**src/rtl/frame_rx_deframer_if.sv**
```systemverilog
// Receive-side bundle between the line byte source, the deframer and the core.
// The deframer uses the slave modport; the source/consumer side uses master.
interface frame_rx_deframer_if #(
  parameter int FRAME_BYTES = 75
);
  localparam int FRAME_SIZE = FRAME_BYTES * 8 - 1;

  logic [7:0]          rx_data;
  logic                rx_valid;
  logic [0:FRAME_SIZE] frame_out;
  logic                frame_valid;
  logic                frame_ack;
  logic                err_valid;
  logic [7:0]          err_code;
  logic [15:0]         good_cnt;
  logic [15:0]         bad_cnt;

  modport master (
    output rx_data, rx_valid, frame_ack,
    input  frame_out, frame_valid, err_valid, err_code, good_cnt, bad_cnt
  );

  modport slave (
    input  rx_data, rx_valid, frame_ack,
    output frame_out, frame_valid, err_valid, err_code, good_cnt, bad_cnt
  );
endinterface

```
**src/rtl/frame_rx_deframer.sv**
```systemverilog
// Byte-serial deframer: hunts for FRAME_START, unstuffs, assembles a fixed-length
// frame, checks CRC-32 and holds the result on a wide bus until acknowledged.
module frame_rx_deframer #(
  parameter int DATA_SIZE     = 64,
  parameter int PREAMBLE_SIZE = 7,
  parameter int CRC_SIZE      = 4,
  parameter int FRAME_BYTES   = PREAMBLE_SIZE + DATA_SIZE + CRC_SIZE,
  parameter int FRAME_SIZE    = FRAME_BYTES * 8 - 1
) (
  input logic               clk,
  input logic               rst,
  frame_rx_deframer_if.slave bus
);
  localparam logic [7:0]  FRAME_START = 8'h06;
  localparam logic [7:0]  FRAME_END   = 8'h07;
  localparam logic [7:0]  ESC_BYTE    = 8'h14;
  localparam logic [7:0]  ESC_XOR     = 8'h20;
  localparam logic [7:0]  E_CRC       = 8'h01;
  localparam logic [7:0]  E_LEN       = 8'h02;
  localparam logic [7:0]  E_ESC       = 8'h03;
  localparam logic [7:0]  E_OVERRUN   = 8'h04;
  localparam logic [7:0]  E_ABORT     = 8'h05;
  localparam logic [31:0] POLY        = 32'h04C11DB7;
  localparam logic [6:0]  FULL_CNT    = 7'(FRAME_BYTES);
  localparam logic [6:0]  CRC_CNT     = 7'(PREAMBLE_SIZE + DATA_SIZE);
  localparam int          CRC_BIT     = (FRAME_BYTES - CRC_SIZE) * 8;

  typedef enum logic [1:0] {S_HUNT, S_RECV, S_ESC} state_t;

  state_t              state, state_nxt;
  logic [6:0]          byte_cnt;
  logic [31:0]         crc;
  logic [0:FRAME_SIZE] buffer;
  logic [9:0]          wr_bit;
  logic                store, clear, deliver, err;
  logic [7:0]          store_byte, code;
  logic                slot_busy;

  function automatic logic [31:0] crc_step(input logic [31:0] c, input logic [7:0] d);
    logic [31:0] r;
    logic [7:0]  s;
    r = c;
    s = d;
    for (int unsigned i = 0; i < 8; i++) begin
      r = {r[30:0], 1'b0} ^ ((r[31] ^ s[7]) ? POLY : '0);
      s = {s[6:0], 1'b0};
    end
    return r;
  endfunction

  assign wr_bit    = {byte_cnt, 3'b000};
  // An ack on the same edge as a delivery frees the slot for that delivery.
  assign slot_busy = bus.frame_valid && !bus.frame_ack;

  always_comb begin
    state_nxt  = state;
    store      = 1'b0;
    store_byte = bus.rx_data;
    clear      = 1'b0;
    deliver    = 1'b0;
    err        = 1'b0;
    code       = '0;
    if (bus.rx_valid) begin
      case (state)
        S_HUNT: begin
          if (bus.rx_data == FRAME_START) begin
            state_nxt = S_RECV;
            clear     = 1'b1;
          end
        end
        S_RECV: begin
          if (bus.rx_data == ESC_BYTE) begin
            state_nxt = S_ESC;
          end else if (bus.rx_data == FRAME_END) begin
            state_nxt = S_HUNT;
            if (byte_cnt != FULL_CNT) begin
              err  = 1'b1;
              code = E_LEN;
            end else if (crc != buffer[CRC_BIT +: 32]) begin
              err  = 1'b1;
              code = E_CRC;
            end else if (slot_busy) begin
              err  = 1'b1;
              code = E_OVERRUN;
            end else begin
              deliver = 1'b1;
            end
          end else if (bus.rx_data == FRAME_START) begin
            err   = 1'b1;
            code  = E_ABORT;
            clear = 1'b1;
          end else begin
            store = 1'b1;
          end
        end
        S_ESC: begin
          if (bus.rx_data == FRAME_START || bus.rx_data == FRAME_END ||
              bus.rx_data == ESC_BYTE) begin
            err       = 1'b1;
            code      = E_ESC;
            state_nxt = S_HUNT;
          end else begin
            store      = 1'b1;
            store_byte = bus.rx_data ^ ESC_XOR;
            state_nxt  = S_RECV;
          end
        end
        default: state_nxt = S_HUNT;
      endcase
      if (store && byte_cnt == FULL_CNT) begin
        store     = 1'b0;
        err       = 1'b1;
        code      = E_LEN;
        state_nxt = S_HUNT;
      end
    end
  end

  always_ff @(posedge clk or posedge rst) begin
    if (rst) begin
      state           <= S_HUNT;
      byte_cnt        <= '0;
      crc             <= '0;
      buffer          <= '0;
      bus.frame_out   <= '0;
      bus.frame_valid <= 1'b0;
      bus.err_valid   <= 1'b0;
      bus.err_code    <= '0;
      bus.good_cnt    <= '0;
      bus.bad_cnt     <= '0;
    end else begin
      state         <= state_nxt;
      bus.err_valid <= err;
      bus.err_code  <= code;
      if (err && bus.bad_cnt != '1) bus.bad_cnt <= bus.bad_cnt + 16'd1;

      if (clear) begin
        byte_cnt <= '0;
        crc      <= '0;
      end else if (store) begin
        buffer[wr_bit +: 8] <= store_byte;
        byte_cnt            <= byte_cnt + 7'd1;
        if (byte_cnt < CRC_CNT) crc <= crc_step(crc, store_byte);
      end

      if (deliver) begin
        bus.frame_out   <= buffer;
        bus.frame_valid <= 1'b1;
        if (bus.good_cnt != '1) bus.good_cnt <= bus.good_cnt + 16'd1;
      end else if (bus.frame_valid && bus.frame_ack) begin
        bus.frame_valid <= 1'b0;
      end
    end
  end
endmodule

```
**src/flat_wrapper.sv**
```systemverilog
// flat-port wrapper written by rule: the top's interface ports become plain ports
module frame_rx_deframer_flat 
#(
  parameter int DATA_SIZE     = 64,
  parameter int PREAMBLE_SIZE = 7,
  parameter int CRC_SIZE      = 4,
  parameter int FRAME_BYTES   = PREAMBLE_SIZE + DATA_SIZE + CRC_SIZE,
  parameter int FRAME_SIZE    = FRAME_BYTES * 8 - 1
)
  (clk, rst, bus_rx_data, bus_rx_valid, bus_frame_ack, bus_frame_out, bus_frame_valid, bus_err_valid, bus_err_code, bus_good_cnt, bus_bad_cnt);
  frame_rx_deframer_if #(.FRAME_BYTES(FRAME_BYTES)) bus_i ();
  input logic clk;
  input logic rst;
  input wire logic [$bits(bus_i.rx_data)-1:0] bus_rx_data;
  input wire logic [$bits(bus_i.rx_valid)-1:0] bus_rx_valid;
  input wire logic [$bits(bus_i.frame_ack)-1:0] bus_frame_ack;
  output wire logic [$bits(bus_i.frame_out)-1:0] bus_frame_out;
  output wire logic [$bits(bus_i.frame_valid)-1:0] bus_frame_valid;
  output wire logic [$bits(bus_i.err_valid)-1:0] bus_err_valid;
  output wire logic [$bits(bus_i.err_code)-1:0] bus_err_code;
  output wire logic [$bits(bus_i.good_cnt)-1:0] bus_good_cnt;
  output wire logic [$bits(bus_i.bad_cnt)-1:0] bus_bad_cnt;
  assign bus_i.rx_data = bus_rx_data;
  assign bus_i.rx_valid = bus_rx_valid;
  assign bus_i.frame_ack = bus_frame_ack;
  assign bus_frame_out = bus_i.frame_out;
  assign bus_frame_valid = bus_i.frame_valid;
  assign bus_err_valid = bus_i.err_valid;
  assign bus_err_code = bus_i.err_code;
  assign bus_good_cnt = bus_i.good_cnt;
  assign bus_bad_cnt = bus_i.bad_cnt;
  frame_rx_deframer #(.DATA_SIZE(DATA_SIZE), .PREAMBLE_SIZE(PREAMBLE_SIZE), .CRC_SIZE(CRC_SIZE), .FRAME_BYTES(FRAME_BYTES), .FRAME_SIZE(FRAME_SIZE)) u_core (.clk(clk), .rst(rst), .bus(bus_i));
endmodule
```
**config.mk**
```make
export PLATFORM = sky130hd
export DESIGN_NAME = frame_rx_deframer_flat
export DESIGN_NICKNAME = d
export VERILOG_FILES = /design/src/rtl/frame_rx_deframer_if.sv /design/src/rtl/frame_rx_deframer.sv /design/src/flat_wrapper.sv
export SDC_FILE = /design/constraint.sdc
export NUM_CORES = 2
export LEC_CHECK = 0
export CORE_UTILIZATION = 30
export DETAILED_ROUTE_END_ITERATION = 7
export SYNTH_ARGS = -nofsm -noshare
export SYNTH_HDL_FRONTEND = slang
export SYNTH_SLANG_ARGS = --single-unit
```
**constraint.sdc**
```tcl
create_clock -name clk -period 58.4 [get_ports clk]
set_input_delay 11.68 -clock clk [delete_from_list [all_inputs] [get_ports clk]]
set_output_delay 11.68 -clock clk [all_outputs]
set_load 0.01 [all_outputs]
```
==> Word-level counts from Yosys, hierarchy flattened <==
Index checks and enable logic that the tools add are counted.
{ "word_totals": {"register_bits": 1283, "input_bits": 12, "output_inout_bits": 642, "wordCells": 127} }
{ "op_classes": {"addsub": 4, "n_lt_le_gt_ge": 1, "n_eq_ne": 12, "shifts": 2, "muxes": 64, "bitwise_logic": 19, "n_reduce_logical": 15} }
{ "ops": {"columns": ["operator", "n"], "rows": [
  ["$shift A601 B12 Y600 const A", 1],
  ["$shiftx A601 B12 Y600", 1],
  ["$bwmux W600", 1],
  ["$xor A32 B32 Y32", 8],
  ["$mux W27", 8],
  ["$mux W32", 3],
  ["$mux W8", 6],
  ["$add A16 B1 Y16 const B", 2],
  ["$ne A16 B16 Y1 const B", 2],
  ["$ne A32 B32 Y1", 1],
  ["$mux W1", 29],
  ["$mux W6", 3],
  ["$eq A8 B3 Y1 const B", 2],
  ["$pmux W8 S2", 1],
  ["$mux W7", 2],
  ["$neg A11 Y12", 1],
  ["$not A10 Y11", 1],
  ["$mux W2", 5],
  ["$eq A8 B5 Y1 const B", 1],
  ["$xor A1 B1 Y1", 8],
  ["$add A7 B1 Y7 const B", 1],
  ["$eq A7 B7 Y1 const B", 1],
  ["$lt A7 B7 Y1 const B", 1],
  ["$ne A7 B7 Y1 const B", 1],
  ["15 further kinds", 27]
]} }

==> Depth between registers and ports, before layout <==
{ "logic_depth": {"depth_word": 27, "ltp_mapped": 11, "ltp_nobuf": 8} }

==> Worst setup path after synthesis <==
OpenSTA, ideal clock, no wires.
{ "synth_timing": {"path_kind": "input port to flip-flop", "from": "in bus_rx_data[2]", "to": "reg u_core.bus.frame_out[0]", "setup_ns": 0.125, "arrival_time_ns": 13.695, "t_required_ns": 58.275, "path_slack_ns": 44.581, "cell_stages": 9, "n_path_buf": 4, "path_cell_list": "clkbuf_1 -> nor3b_2 -> a31oi_1 -> and2_1 -> nand4_1 -> buf_2 -> buf_2 -> buf_2 -> mux2_2"} }
{ "synth_between": {"elab_chain_cells": 5, "elab_cells_between_ends": 6, "cone_classes": "eq/ne (2); mux (4)"} }
{ "synth_lines": {"columns": ["item", "line_no", "rtl"], "rows": [
  ["from (decl)", "flat_wrapper.sv:14", "input wire logic [$bits(bus_i.rx_data)-1:0] bus_rx_data;"],
  ["$eq A8 B3 Y1", "frame_rx_deframer.sv:74", "end else if (bus.rx_data == FRAME_END) begin"],
  ["$mux W1", "frame_rx_deframer.sv:74", null],
  ["$mux W1 *", "frame_rx_deframer.sv:72", "if (bus.rx_data == ESC_BYTE) begin"],
  ["$mux W1 *", "frame_rx_deframer.sv:64", "case (state)"],
  ["$mux W1 *", "frame_rx_deframer.sv:63", "if (bus.rx_valid) begin"],
  ["to (signal assigned)", "frame_rx_deframer.sv:147", "bus.frame_out <= buffer;"],
  ["to (decl)", "frame_rx_deframer_if.sv:25", "output frame_out, frame_valid, err_valid, err_code, good_cnt, bad_cnt"]
]} }
Mark *: on every way between the ends. The rest lies on a longest branch, timed or not.
A chain may end at the register's enable or synchronous reset.

==> run summary <==
DR DRC count = 68
Worst setup endpoint = u_core.bus.frame_out[416]
Hold_buf cts = 0
Yosys synthesis warning count = 0
Worst r2r path cells = 9
Upper clock frequency limit = 61.7 MHz
LEAKAGE = 30.1 nW
Synth Instances = 3539
Tot GR Track Use = 18.7%
Area post-placement = 58900 µm²
Hold Worst Slack = 471 ps
Setup TNS = 0 ps
PnR Total Power = 2.15 mW
Rel. slew slack = 19.8%
Worst path arrival time = 17000 ps
CTS root buf = clkbuf_16
Post-CTS Setup Bufs = 0
Dpl ws = 41140 ps
Layout Cells excl Fill = 6507
Most frequent cells in the layout = dfrtp_1 (1276), mux2_2 (951), clkdlybuf4s50_1 (642)
Clock skew = 33.9 ps
Vias in the first global route = 31875
Die X = 411 µm
First-pass GRT wire length = 229000 µm
Placeable core area = 165000 µm²
Placed instance count = 6255
Status = finished, violations left
Top Ports = 654
Row cnt = 149
Final Cell Area = 63700 µm²
HP Class = reg -> reg
CP Max Fanout = 162
Initial Util = 30.3%
Syn Area/Cell = 14.2 µm²
Via density = 4.73
Vias = 30800
Final-stage net count = 4234
CTS resizes = 0
Core Util, Final = 38.5%
H-tree depth = 4
Startpoint Class = primary input
Max cap viols = 0
TritonCTS clock tree = built
Total die area = 169000 µm²
Pwr dens = 33.7 nW/µm²
Failing checks = design-rule violations
Fraction of registers with async set/reset = 100%
Area delta synth->final = 27.1%
Sink Count = 1278
RSZ-0062 raised after global routing = false
Largest net degree at the start of global routing = 181
Pre-antenna DRT Iters = 8
Final period util = 27.8%
Hold Crit Start = u_core.buffer[24]
Worst slew pin tran = 1200 ps
Input/output buffers = 648
Worst-Skew Late Latency = 820 ps
Ranking of synthesized cells by area = dfrtp_1 (64%), mux2_2 (21%), nand2_1 (2.6%), o21ai_0 (2.0%), xnor2_1 (1.3%)
Reg-to-Reg End = u_core.bus.frame_out[421]
RePlAce Congestion = 0.845
Post-synth top flop = dfrtp_1
R2R setup slack = 53400 ps
CTS Buf Count = 142
Initial antenna violation count = 8
Routed Antenna Nets = 0
CP Capture Type = asynchronous set/reset pin
Congestion Overflow GR = 0
Top cell type by total area after synthesis = dfrtp_1
Synth Cell Area = 50100 µm²
Final WS setup = 42180 ps
Required @ worst endpoint = 59180 ps
Number of synthesized flops with an enable pin = 0
Final hold violations = 0
CTS clk-pin slew, worst paths = 50 ps
Final Routed Wirelength = 158000 µm
DPL Wire Length = 112000 µm
Min Tclk post-route = 16220 ps
Slew Limit Fails = 0
Worst IR Drop VDD = 0.0399 mV
Drt first-iter violations = 2372
Clock Tree Buf Depth = 3
Crit path launch = rst
Top cell type's share of synthesized area = 63.8%
Share of cells above drive strength 1 = 30.1%
Critical R2R Launch = u_core.byte_cnt[4]
Wirelength per Cell = 24.3 µm
Chip Height = 411 µm
Commonest non-fill, non-tap cell in the layout = dfrtp_1
Final setup viols = 0
Register area share after synthesis = 63.8%
Yosys cell types = 60
Crit Path Category = in -> async
Seq cells post-synth = 1278
[where the power goes]
group / leakage, nW / switching (mW) / internal (mW)
registers: 17.7 / 0.0293 / 0.912
logic: 10.0 / 0.209 / 0.0971
clock network: 2.30 / 0.378 / 0.520
total: 30.1 / 0.617 / 1.53
[area by class of cell]
type	instances	area, µm²
Clock inverter	47	624
Clock buffer	203	4100
Sequential cell	1278	32000
Multi-Input combinational cell	2070	17200
Fill cell	15750	102000
Inverter	21	86.3
Antenna cell	2	5.00
Tap cell	2189	2740
Timing Repair Buffer	697	6890
[registers in the layout (all words and copies together) (netlist names)]
register and cells:
u_core.bus.frame_out 600, u_core.state 2, u_core.crc 32, u_core.byte_cnt 7, u_core.bus.err_valid 1, u_core.buffer 600
u_core.bus.frame_valid 1, u_core.bus.err_code 3, u_core.bus.bad_cnt 16, u_core.bus.good_cnt 16
[per-layer routing]
metal	track usage (%)	vias up	share of wire, %
met5	0	-	0.016
met3	4.76	220	5.9
li1	-	13745	-
met1	24.7	16073	44
met4	5.85	4	2.7
met2	29.9	758	47
[logic make-up after synthesis]
group / after synthesis / synth area share [%]
flops: 1278 / 63.8
mux: 953 / 21.4
fa+ha+maj: 12 / 0.300
xor+xnor: 136 / 2.44
buf+inv: 195 / 1.97
other cells: 1 / 0.00749
compound gates: 314 / 3.87
simple gates: 650 / 6.15
[worst max-delay path: stages]
cell and delay, ps:
clkdlybuf4s50_1 520, inv_8 480, buf_12 660, buf_4 840
buf_4 830, buf_4 750, buf_4 850
[worst min path at each step]
stage          depth (start not counted)                  to  slack, ps
2_1_floorplan                          2  u_core.buffer[120]        440
3_3_place_gp                           2   u_core.buffer[89]        460
3_5_place_dp                           2   u_core.buffer[76]        460
4_1_cts                                2   u_core.buffer[76]        480
5_1_grt                                2  u_core.buffer[135]        500
6_report                               2   u_core.buffer[24]        470
[cells in the mapped netlist, types with 2 or more instances]
| library cell | number |
|---|---|
| nor2b_1 | 11 |
| o31ai_2 | 3 |
| dfrtp_1 | 1278 |
| nor2_1 | 41 |
| nor3_1 | 29 |
| nand2_1 | 343 |
| a31oi_1 | 2 |
| and3_1 | 31 |
| o2bb2ai_1 | 3 |
| buf_2 | 40 |
| o211ai_1 | 2 |
| o21ai_0 | 196 |
| buf_1 | 3 |
| or4_1 | 5 |
| a21oi_1 | 4 |
| ha_1 | 12 |
| xnor2_1 | 76 |
| nor4_1 | 22 |
| inv_1 | 20 |
| clkbuf_1 | 77 |
| nand3_1 | 47 |
| or3_1 | 5 |
| mux2_2 | 951 |
| nor2_2 | 37 |
| nand2b_1 | 6 |
| nor4_2 | 2 |
| nor3b_1 | 6 |
| a21o_1 | 2 |
| a22o_1 | 29 |
| buf_4 | 53 |
| xor2_1 | 57 |
| o2111a_1 | 2 |
| nand4_1 | 34 |
| and4_1 | 6 |
| o31ai_1 | 61 |
| and2_1 | 19 |
(Power assumes the default switching activity.)
